`src/rtl/sdc_pkg.sv`:
```
`default_nettype none
// ============================================================================
//  Module      : sdc_pkg
//  Description : Shared definitions for the SD card SPI response receiver:
//                mode encodings, FSM states, data-response status codes.
//  Revision    : 1.0 - initial release
// ============================================================================
package sdc_pkg;

    // Response type selected when a receive is armed
    localparam logic [1:0] MODE_R1    = 2'd0;
    localparam logic [1:0] MODE_R7    = 2'd1;
    localparam logic [1:0] MODE_DRESP = 2'd2;

    // Receiver state machine
    typedef enum logic [2:0] {
        ST_IDLE  = 3'd0,
        ST_HUNT  = 3'd1,
        ST_SHIFT = 3'd2,
        ST_BUSY  = 3'd3,
        ST_DONE  = 3'd4
    } state_t;

    // Data-response token status field
    localparam logic [2:0] DR_ACCEPT = 3'b010;
    localparam logic [2:0] DR_CRC    = 3'b101;
    localparam logic [2:0] DR_WERR   = 3'b110;

    // Width of the deserialiser (R7 is the longest response)
    localparam int SHIFT_W = 40;

    // Total bits per response, start bit included; reserved mode behaves as R1
    function automatic logic [5:0] resp_len(input logic [1:0] mode);
        logic [5:0] len;
        case (mode)
            MODE_R7:    len = 6'd40;
            MODE_DRESP: len = 6'd5;
            default:    len = 6'd8;
        endcase
        return len;
    endfunction

endpackage
`default_nettype wire

```
`src/rtl/sdc_bit_shifter.sv`:
```
`default_nettype none
// ============================================================================
//  Module      : sdc_bit_shifter
//  Description : 40-bit MSB-first shift register with synchronous clear and
//                enable, a saturating bit counter and a flag that marks the
//                next enabled bit as the final bit of the response.
//  Revision    : 1.0 - initial release
// ============================================================================
module sdc_bit_shifter
    import sdc_pkg::*;
(
    input  logic               clk,
    input  logic               reset,
    input  logic               clr_i,
    input  logic               en_i,
    input  logic               bit_i,
    input  logic [5:0]         len_i,
    output logic [SHIFT_W-1:0] data_o,
    output logic [SHIFT_W-1:0] next_o,
    output logic               last_o
);

    logic [SHIFT_W-1:0] data_q;
    logic [5:0]         cnt_q;

    // Value the register will hold once the current bit is shifted in;
    // the FSM captures results from this so they are ready with the pulse.
    assign next_o = {data_q[SHIFT_W-2:0], bit_i};
    assign data_o = data_q;
    assign last_o = (cnt_q == (len_i - 6'd1));

    // Shift in one bit per enable; the counter saturates instead of wrapping
    always_ff @(posedge clk) begin
        if (reset || clr_i) begin
            data_q <= '0;
            cnt_q  <= '0;
        end else if (en_i) begin
            data_q <= next_o;
            if (cnt_q != 6'h3F) begin
                cnt_q <= cnt_q + 1'b1;
            end
        end
    end

endmodule
`default_nettype wire

```
`src/rtl/sdc_response_rx.sv`:
```
`default_nettype none
// ============================================================================
//  Module      : sdc_response_rx
//  Description : SD card SPI response receiver. Hunts for the start bit on
//                MISO, deserialises R1 / R7 / data-response tokens, waits out
//                the busy phase after an accepted write and reports the
//                result with a single-cycle respValid pulse.
//  Revision    : 1.0 - initial release
// ============================================================================
module sdc_response_rx
    import sdc_pkg::*;
#(
    parameter int NCR_BYTES = 8,
    parameter int BUSY_MAX  = 65535
) (
    input  logic        clk,
    input  logic        reset,
    input  logic        arm,
    input  logic [1:0]  mode,
    input  logic        sampleEn,
    input  logic        dataFromSdc,
    output logic        respValid,
    output logic [7:0]  respByte,
    output logic [31:0] respExtra,
    output logic        accepted,
    output logic        timeout,
    output logic        busy,
    output logic        idle
);

    localparam int c_HUNT_LIMIT = NCR_BYTES * 8;
    localparam int c_HUNT_W     = $clog2(c_HUNT_LIMIT + 1);
    localparam int c_BUSY_W     = $clog2(BUSY_MAX + 1);

    localparam logic [c_HUNT_W-1:0] c_HUNT_LAST = c_HUNT_W'(c_HUNT_LIMIT - 1);
    localparam logic [c_BUSY_W-1:0] c_BUSY_LAST = c_BUSY_W'(BUSY_MAX - 1);

    state_t              state_q, state_d;
    logic [1:0]          mode_q, mode_d;
    logic [c_HUNT_W-1:0] hunt_q, hunt_d;
    logic [c_BUSY_W-1:0] bcnt_q, bcnt_d;
    logic [7:0]          byte_q, byte_d;
    logic [31:0]         extra_q, extra_d;
    logic                acc_q, acc_d;
    logic                to_q, to_d;

    logic               w_sh_clr;
    logic               w_sh_en;
    logic [SHIFT_W-1:0] w_sh_data;
    logic [SHIFT_W-1:0] w_sh_next;
    logic               w_sh_last;

    sdc_bit_shifter u_shifter (
        .clk    (clk),
        .reset  (reset),
        .clr_i  (w_sh_clr),
        .en_i   (w_sh_en),
        .bit_i  (dataFromSdc),
        .len_i  (resp_len(mode_q)),
        .data_o (w_sh_data),
        .next_o (w_sh_next),
        .last_o (w_sh_last)
    );

    // State register and result fields; results persist until the next arm
    always_ff @(posedge clk) begin
        if (reset) begin
            state_q <= ST_IDLE;
            mode_q  <= MODE_R1;
            hunt_q  <= '0;
            bcnt_q  <= '0;
            byte_q  <= '0;
            extra_q <= '0;
            acc_q   <= 1'b0;
            to_q    <= 1'b0;
        end else begin
            state_q <= state_d;
            mode_q  <= mode_d;
            hunt_q  <= hunt_d;
            bcnt_q  <= bcnt_d;
            byte_q  <= byte_d;
            extra_q <= extra_d;
            acc_q   <= acc_d;
            to_q    <= to_d;
        end
    end

    // Next-state logic: hunt, deserialise, wait out busy, report
    always_comb begin
        state_d  = state_q;
        mode_d   = mode_q;
        hunt_d   = hunt_q;
        bcnt_d   = bcnt_q;
        byte_d   = byte_q;
        extra_d  = extra_q;
        acc_d    = acc_q;
        to_d     = to_q;
        w_sh_clr = 1'b0;
        w_sh_en  = 1'b0;

        case (state_q)
            ST_IDLE: begin
                // A strobe coinciding with arm is dropped: nothing samples here
                if (arm) begin
                    mode_d   = mode;
                    hunt_d   = '0;
                    bcnt_d   = '0;
                    byte_d   = '0;
                    extra_d  = '0;
                    acc_d    = 1'b0;
                    to_d     = 1'b0;
                    w_sh_clr = 1'b1;
                    state_d  = ST_HUNT;
                end
            end

            ST_HUNT: begin
                if (sampleEn) begin
                    if (dataFromSdc) begin
                        hunt_d = hunt_q + 1'b1;
                        if (hunt_q == c_HUNT_LAST) begin
                            to_d    = 1'b1;
                            byte_d  = 8'hFF;
                            state_d = ST_DONE;
                        end
                    end else begin
                        // Start bit is the MSB of the response
                        w_sh_en = 1'b1;
                        state_d = ST_SHIFT;
                    end
                end
            end

            ST_SHIFT: begin
                if (sampleEn) begin
                    w_sh_en = 1'b1;
                    if (w_sh_last) begin
                        case (mode_q)
                            MODE_R7: begin
                                byte_d  = w_sh_next[39:32];
                                extra_d = w_sh_next[31:0];
                                state_d = ST_DONE;
                            end
                            MODE_DRESP: begin
                                // Token: start, 3-bit status, stop
                                byte_d  = {3'b000, w_sh_next[4:0]};
                                acc_d   = (w_sh_next[3:1] == DR_ACCEPT);
                                state_d = (w_sh_next[3:1] == DR_ACCEPT) ? ST_BUSY : ST_DONE;
                            end
                            default: begin
                                byte_d  = w_sh_next[7:0];
                                state_d = ST_DONE;
                            end
                        endcase
                    end
                end
            end

            ST_BUSY: begin
                if (sampleEn) begin
                    if (dataFromSdc) begin
                        state_d = ST_DONE;
                    end else begin
                        bcnt_d = bcnt_q + 1'b1;
                        if (bcnt_q == c_BUSY_LAST) begin
                            to_d    = 1'b1;
                            state_d = ST_DONE;
                        end
                    end
                end
            end

            ST_DONE: begin
                state_d = ST_IDLE;
            end

            default: begin
                state_d = ST_IDLE;
            end
        endcase
    end

    assign respValid = (state_q == ST_DONE);
    assign busy      = (state_q == ST_BUSY);
    assign idle      = (state_q == ST_IDLE);
    assign respByte  = byte_q;
    assign respExtra = extra_q;
    assign accepted  = acc_q;
    assign timeout   = to_q;

    // Full register contents are only consumed through next_o
    logic w_unused;
    assign w_unused = ^w_sh_data;

endmodule
`default_nettype wire

```
`config.mk`:
```
export PLATFORM = sky130hd
export DESIGN_NAME = sdc_response_rx
export DESIGN_NICKNAME = d
export VERILOG_FILES = /design/src/rtl/sdc_pkg.sv /design/src/rtl/sdc_bit_shifter.sv /design/src/rtl/sdc_response_rx.sv
export SDC_FILE = /design/constraint.sdc
export NUM_CORES = 1
export LEC_CHECK = 0
export CAP_MARGIN = 20
export CORE_MARGIN = 2
export CORE_UTILIZATION = 50
export CTS_CLUSTER_DIAMETER = 60
export DETAILED_ROUTE_END_ITERATION = 8
export PLACE_DENSITY = 0.72
export SYNTH_ARGS = -nofsm -noshare
export SYNTH_HDL_FRONTEND = slang
export SYNTH_SLANG_ARGS = --single-unit
```
`constraint.sdc`:
```
create_clock -name clk -period 2.5 [get_ports clk]
set_input_delay 0.5 -clock clk [delete_from_list [all_inputs] [get_ports clk]]
set_output_delay 0.5 -clock clk [all_outputs]
set_load 0.02 [all_outputs]
```
==> impl_metrics.env, run 1 <==
export IMPL_syn_inst=602
export IMPL_fin_nets=675
export IMPL_crit_fanout=17
export IMPL_skew_ps=8.64
export IMPL_area_growth_pct=26.8
export IMPL_wl_per_cell_um=14.2
export IMPL_ios=52
export IMPL_dieArea_mm2=0.0111
export IMPL_final_common_cell="nand2_1"
export IMPL_cts_tree="yes"
export IMPL_cts_hold_repair_buffers=0
export IMPL_dr_pass1_iters=4
export IMPL_relSlewSlack_pct=39.3
export IMPL_port_buffers=51
export IMPL_gp_congestion=0.846
export IMPL_max_freq_mhz=425
export IMPL_ir_drop_uv=399
export IMPL_core_area_mm2=0.00986
export IMPL_synth_distinct_cells=54
export IMPL_critPathKind="flip-flop to output port"
export IMPL_drcViolationCount=0
export IMPL_numClockSinks=115
export IMPL_initial_utilization_pct=52.0
export IMPL_ys_flop_type="dfxtp_1"
export IMPL_mostFrequentLayoutCells="nand2_1 (136), dfxtp_1 (114), a21oi_1 (59)"
export IMPL_clk_pin_slew_ps=60
export IMPL_synth_top_cell_area_share_pct=44.9
export IMPL_p_leak_nw=2.25
export IMPL_die_h_um=105
export IMPL_start_kind="flip-flop"
export IMPL_finalCriticalPeriod_ps=2350
export IMPL_routed_wl_um=11500
export IMPL_synth_nets=616
export IMPL_tightest_slew_ps=907
export IMPL_ys_seq_elements=115
export IMPL_dp_slack_ps=-52.5
export IMPL_slew_viol_final=0
export IMPL_hold_worst_slack_ps=458
export IMPL_fp_dieW_um=105
export IMPL_cp_end_kind="output port"
export IMPL_maxCapViolCount=0
export IMPL_overflow=0
export IMPL_antenna_found_initial=0
export IMPL_num_rows=36
export IMPL_syn_area_per_cell_um2=8.52
export IMPL_diodes=0
export IMPL_drtAntennaViolNets=0
export IMPL_grt_pass1_vias=4275
export IMPL_cp_required_ps=2000
export IMPL_synth_seq_area_share_pct=44.9
export IMPL_drt_iter0_drc=263
export IMPL_status="complete, no violations"
export IMPL_grt_max_degree=39
export IMPL_cts_setup_buffers=0
export IMPL_numCtsBuffers=17
export IMPL_finalInstanceArea_mm2=0.00651
export IMPL_setup_viol=0
export IMPL_rsz0062_at_grt="no"
export IMPL_worst_slack_ps=148
export IMPL_yosysTopAreaCell="dfxtp_1"
export IMPL_hp_class="flip-flop to flip-flop"
export IMPL_hold_viol=0
export IMPL_dp_hpwl_um=7780
export IMPL_synth_edf_count=0
export IMPL_synth_area_leaders="dfxtp_1 (45%), nand2_1 (9.9%), mux2i_1 (7.0%)"
export IMPL_clockBufferDepth=2
export IMPL_drive_gt1_share_pct=11.0
export IMPL_synthArstFlopShare_pct=0
export IMPL_clk_latency_ps=530
export IMPL_grt_pass1_wl_um=19600
export IMPL_yosysWarnings=0
export IMPL_final_util_pct=66.0
export IMPL_powerDensity_mw_per_mm2=885
export IMPL_dpl_instance_area_mm2=0.00590
export IMPL_post_cts_resized=3
export IMPL_grt_total_usage_pct=21.6
export IMPL_critPathArrivalTime_ps=1850
export IMPL_post_drt_via_cell_ratio=5.52
export IMPL_fin_crit_sh_pct=94.1
export IMPL_totalNegativeSetupSlack_ps=0
export IMPL_vias=4455
export IMPL_root_buffer="clkbuf_8"
export IMPL_htreeDepth=4
export IMPL_synth_area_mm2=0.00513
-- cell families after synthesis --
family / count (synthesis) / synth area share [%]
and+or+nand+nor: 261 / 25.1
AOI/OAI and AO/OA: 122 / 15.5
DFF: 115 / 44.9
buffers and inverters: 52 / 4.24
muxes: 36 / 7.02
xor gates and xnor gates: 9 / 1.54
adders and majority gates: 7 / 1.71
-- report_power, final --
part           switching [mW]  total [mW]  internal, mW
Combinational           0.747        1.29         0.548
Sequential             0.0987        2.02          1.92
Clock                   0.892        2.45          1.56
-- cell type report --
| type | count | area (um2) |
|---|---|---|
| Tap cell | 133 | 166 |
| Inverter | 13 | 48.8 |
| Fill cell | 799 | 3360 |
| Timing Repair Buffer | 79 | 763 |
| Sequential cell | 115 | 2300 |
| Clock buffer | 18 | 428 |
| Clock inverter | 14 | 178 |
| Multi-Input combinational cell | 435 | 2620 |
-- through the flow --
stage	total power, mW	cells
after floorplan	2.91	602
after global placement	3.33	774
after detailed placement	3.36	775
after CTS	5.80	807
after global routing	6.01	807
final	5.76	807
-- per-layer routing --
layer | part of all wire (%) | GRT usage, % | vias to the layer above
met4 | 1.3 | 7.62 | 0
met3 | 4.5 | 5.44 | 14
li1 | - | - | 2228
met5 | 0 | 0 | -
met2 | 48 | 35.8 | 107
met1 | 46 | 27.2 | 2106
-- worst paths after layout --
path | startpoint | end | slack [ps] | cells after the start
worst min-delay path | u_shifter.data_o[38] | u_shifter.data_o[38] | 460 | 2
worst max register to register | mode_q[0] | respByte[0] | 340 | 7
worst min register to register | u_shifter.data_o[38] | u_shifter.data_o[38] | 460 | 2
worst max-delay path | state_q[1] | respValid | 150 | 3
-- state kept, by name, summed over array words and instances (netlist names) --
name              flops
u_shifter.data_o     39
respExtra            32
bcnt_q               16
respByte              8
hunt_q                7
u_shifter.cnt_q       6
state_q               3
mode_q                2
accepted              1
timeout               1
-- Yosys cell counts (all sizes together) (7+ instances only) --
library cell    n
a21oi          59
nor2           21
o21ai          12
buf            11
ha              7
clkbuf         28
dfxtp         115
o31ai           8
nand2         136
nand2b         33
or4            12
inv            13
nand3          10
mux2i          36
-- worst max-delay path: stages, from the launching register on --
cell and delay, ps:
dfxtp_1 310, buf_4 190, nor3b_1 200, clkdlybuf4s50_1 630
Note: power is estimated with default switching activity, not from simulation.
==> run 2: changes to the inputs <==
--- a/config.mk
+++ b/config.mk
@@ -11,6 +11,7 @@
 export CTS_CLUSTER_DIAMETER = 60
 export DETAILED_ROUTE_END_ITERATION = 8
 export PLACE_DENSITY = 0.72
+export RECOVER_POWER = 25
 export SYNTH_ARGS = -nofsm -noshare
 export SYNTH_HDL_FRONTEND = slang
 export SYNTH_SLANG_ARGS = --single-unit
==> impl_metrics.env, run 2 (same netlist as run 1, synthesis figures left out) <==
export IMPL_routed_wl_um=11500
export IMPL_clk_latency_ps=530
export IMPL_clockBufferDepth=2
export IMPL_powerDensity_mw_per_mm2=884
export IMPL_drt_iter0_drc=256
export IMPL_ir_drop_uv=397
export IMPL_dp_hpwl_um=7780
export IMPL_mostFrequentLayoutCells="nand2_1 (136), dfxtp_1 (114), a21oi_1 (59)"
export IMPL_drcViolationCount=0
export IMPL_finalCriticalPeriod_ps=2350
export IMPL_dp_slack_ps=-52.5
export IMPL_fin_crit_sh_pct=93.9
export IMPL_min_from="u_shifter.data_o[38]"
export IMPL_cp_end_kind="output port"
export IMPL_grt_total_usage_pct=21.6
export IMPL_rr_startpoint="state_q[1]"
export IMPL_skew_ps=8.63
export IMPL_diodes=0
export IMPL_ios=52
export IMPL_vias=4461
export IMPL_fin_cells=807
export IMPL_numClockSinks=115
export IMPL_hold_viol=0
export IMPL_wl_per_cell_um=14.2
export IMPL_largest_reg_flops=39
export IMPL_fin_nets=675
export IMPL_tightest_slew_ps=893
export IMPL_critPathArrivalTime_ps=1850
export IMPL_cp_required_ps=2000
export IMPL_cp_startpoint="state_q[1]"
export IMPL_dr_pass1_iters=5
export IMPL_critical_path_top_delay_family="buffers and inverters"
export IMPL_slowest_stage="clkdlybuf4s50_1"
export IMPL_dieArea_mm2=0.0111
export IMPL_drtAntennaViolNets=0
export IMPL_relSlewSlack_pct=40.3
export IMPL_antenna_found_initial=0
export IMPL_fp_dieW_um=105
export IMPL_crit_chain="buf_4 -> nor3b_1 -> clkdlybuf4s50_1"
export IMPL_htreeDepth=4
export IMPL_setup_viol=0
export IMPL_crit_buf_inv=2
export IMPL_crit_fanout=17
export IMPL_cts_tree="yes"
export IMPL_initial_utilization_pct=52.0
export IMPL_p_leak_nw=2.23
export IMPL_area_growth_pct=26.4
export IMPL_port_buffers=51
export IMPL_rsz0062_at_grt="no"
export IMPL_die_h_um=105
export IMPL_status="complete, no violations"
export IMPL_gp_congestion=0.846
export IMPL_num_rows=36
export IMPL_grt_pass1_vias=4275
export IMPL_max_freq_mhz=426
export IMPL_post_drt_via_cell_ratio=5.53
export IMPL_hp_class="flip-flop to flip-flop"
export IMPL_dpl_cell_count=775
export IMPL_overflow=0
export IMPL_start_kind="flip-flop"
export IMPL_clk_pin_slew_ps=60
export IMPL_critPathMaxStageDelay_ps=630
export IMPL_post_cts_resized=3
export IMPL_cts_hold_repair_buffers=0
export IMPL_grt_pass1_wl_um=19600
export IMPL_slew_viol_final=0
export IMPL_worst_slack_ps=153
export IMPL_grt_max_degree=39
export IMPL_final_common_cell="nand2_1"
export IMPL_drive_gt1_share_pct=10.2
export IMPL_numCtsBuffers=17
export IMPL_core_area_mm2=0.00986
export IMPL_critPathKind="flip-flop to output port"
export IMPL_cts_setup_buffers=0
export IMPL_root_buffer="clkbuf_8"
export IMPL_maxCapViolCount=0
==> run 2: path summary, 6_finish.rpt <==
path,endpoint,slack (ps),cells past startpoint
max,respValid,150,3
min,u_shifter.data_o[38],460,2
max reg2reg,u_shifter.data_o[29],310,5
min reg2reg,u_shifter.data_o[38],460,2
==> run 2: final cells by class <==
class	count	area (um2)
flip-flops and latches	115	2300
clock buffers	18	428
fillers	802	3380
multi-input cells	435	2610
inverters	13	48.8
well taps	133	166
repair buffers	79	749
clock inverters	14	178
==> run 2: routing by layer <==
| metal | vias up | global-route usage [%] | share of wire, % |
|---|---|---|---|
| li1 | 2230 | - | - |
| met4 | 0 | 7.62 | 1.1 |
| met2 | 117 | 35.8 | 48 |
| met5 | - | 0 | 0 |
| met3 | 12 | 5.44 | 4.8 |
| met1 | 2102 | 27.2 | 46 |
==> run 2: worst min-delay path, cell delays in order, from the launching register on <==
cell and delay (ps):
dfxtp_1 310, nand2_1 50, a21oi_1 50
==> run 2: per-stage QoR <==
stage	hold slack (ps)	setup TNS, ps	utilization, %	instance area [um2]	power, mW
6_report	458	0	65.8	6490	5.74
5_1_grt	480	0	65.8	6490	5.99
4_1_cts	459	0	66.0	6510	5.80
3_5_place_dp	450	-124	59.8	5900	3.36
3_3_place_gp	447	-29.8	59.7	5890	3.33
2_1_floorplan	437	0	-	5130	2.91
==> run 2: power breakdown <==
group	switching [mW]	total, mW	internal, mW
clock	0.891	2.45	1.56
combinational	0.749	1.27	0.526
sequential	0.0960	2.01	1.92
total	1.74	5.74	4.00
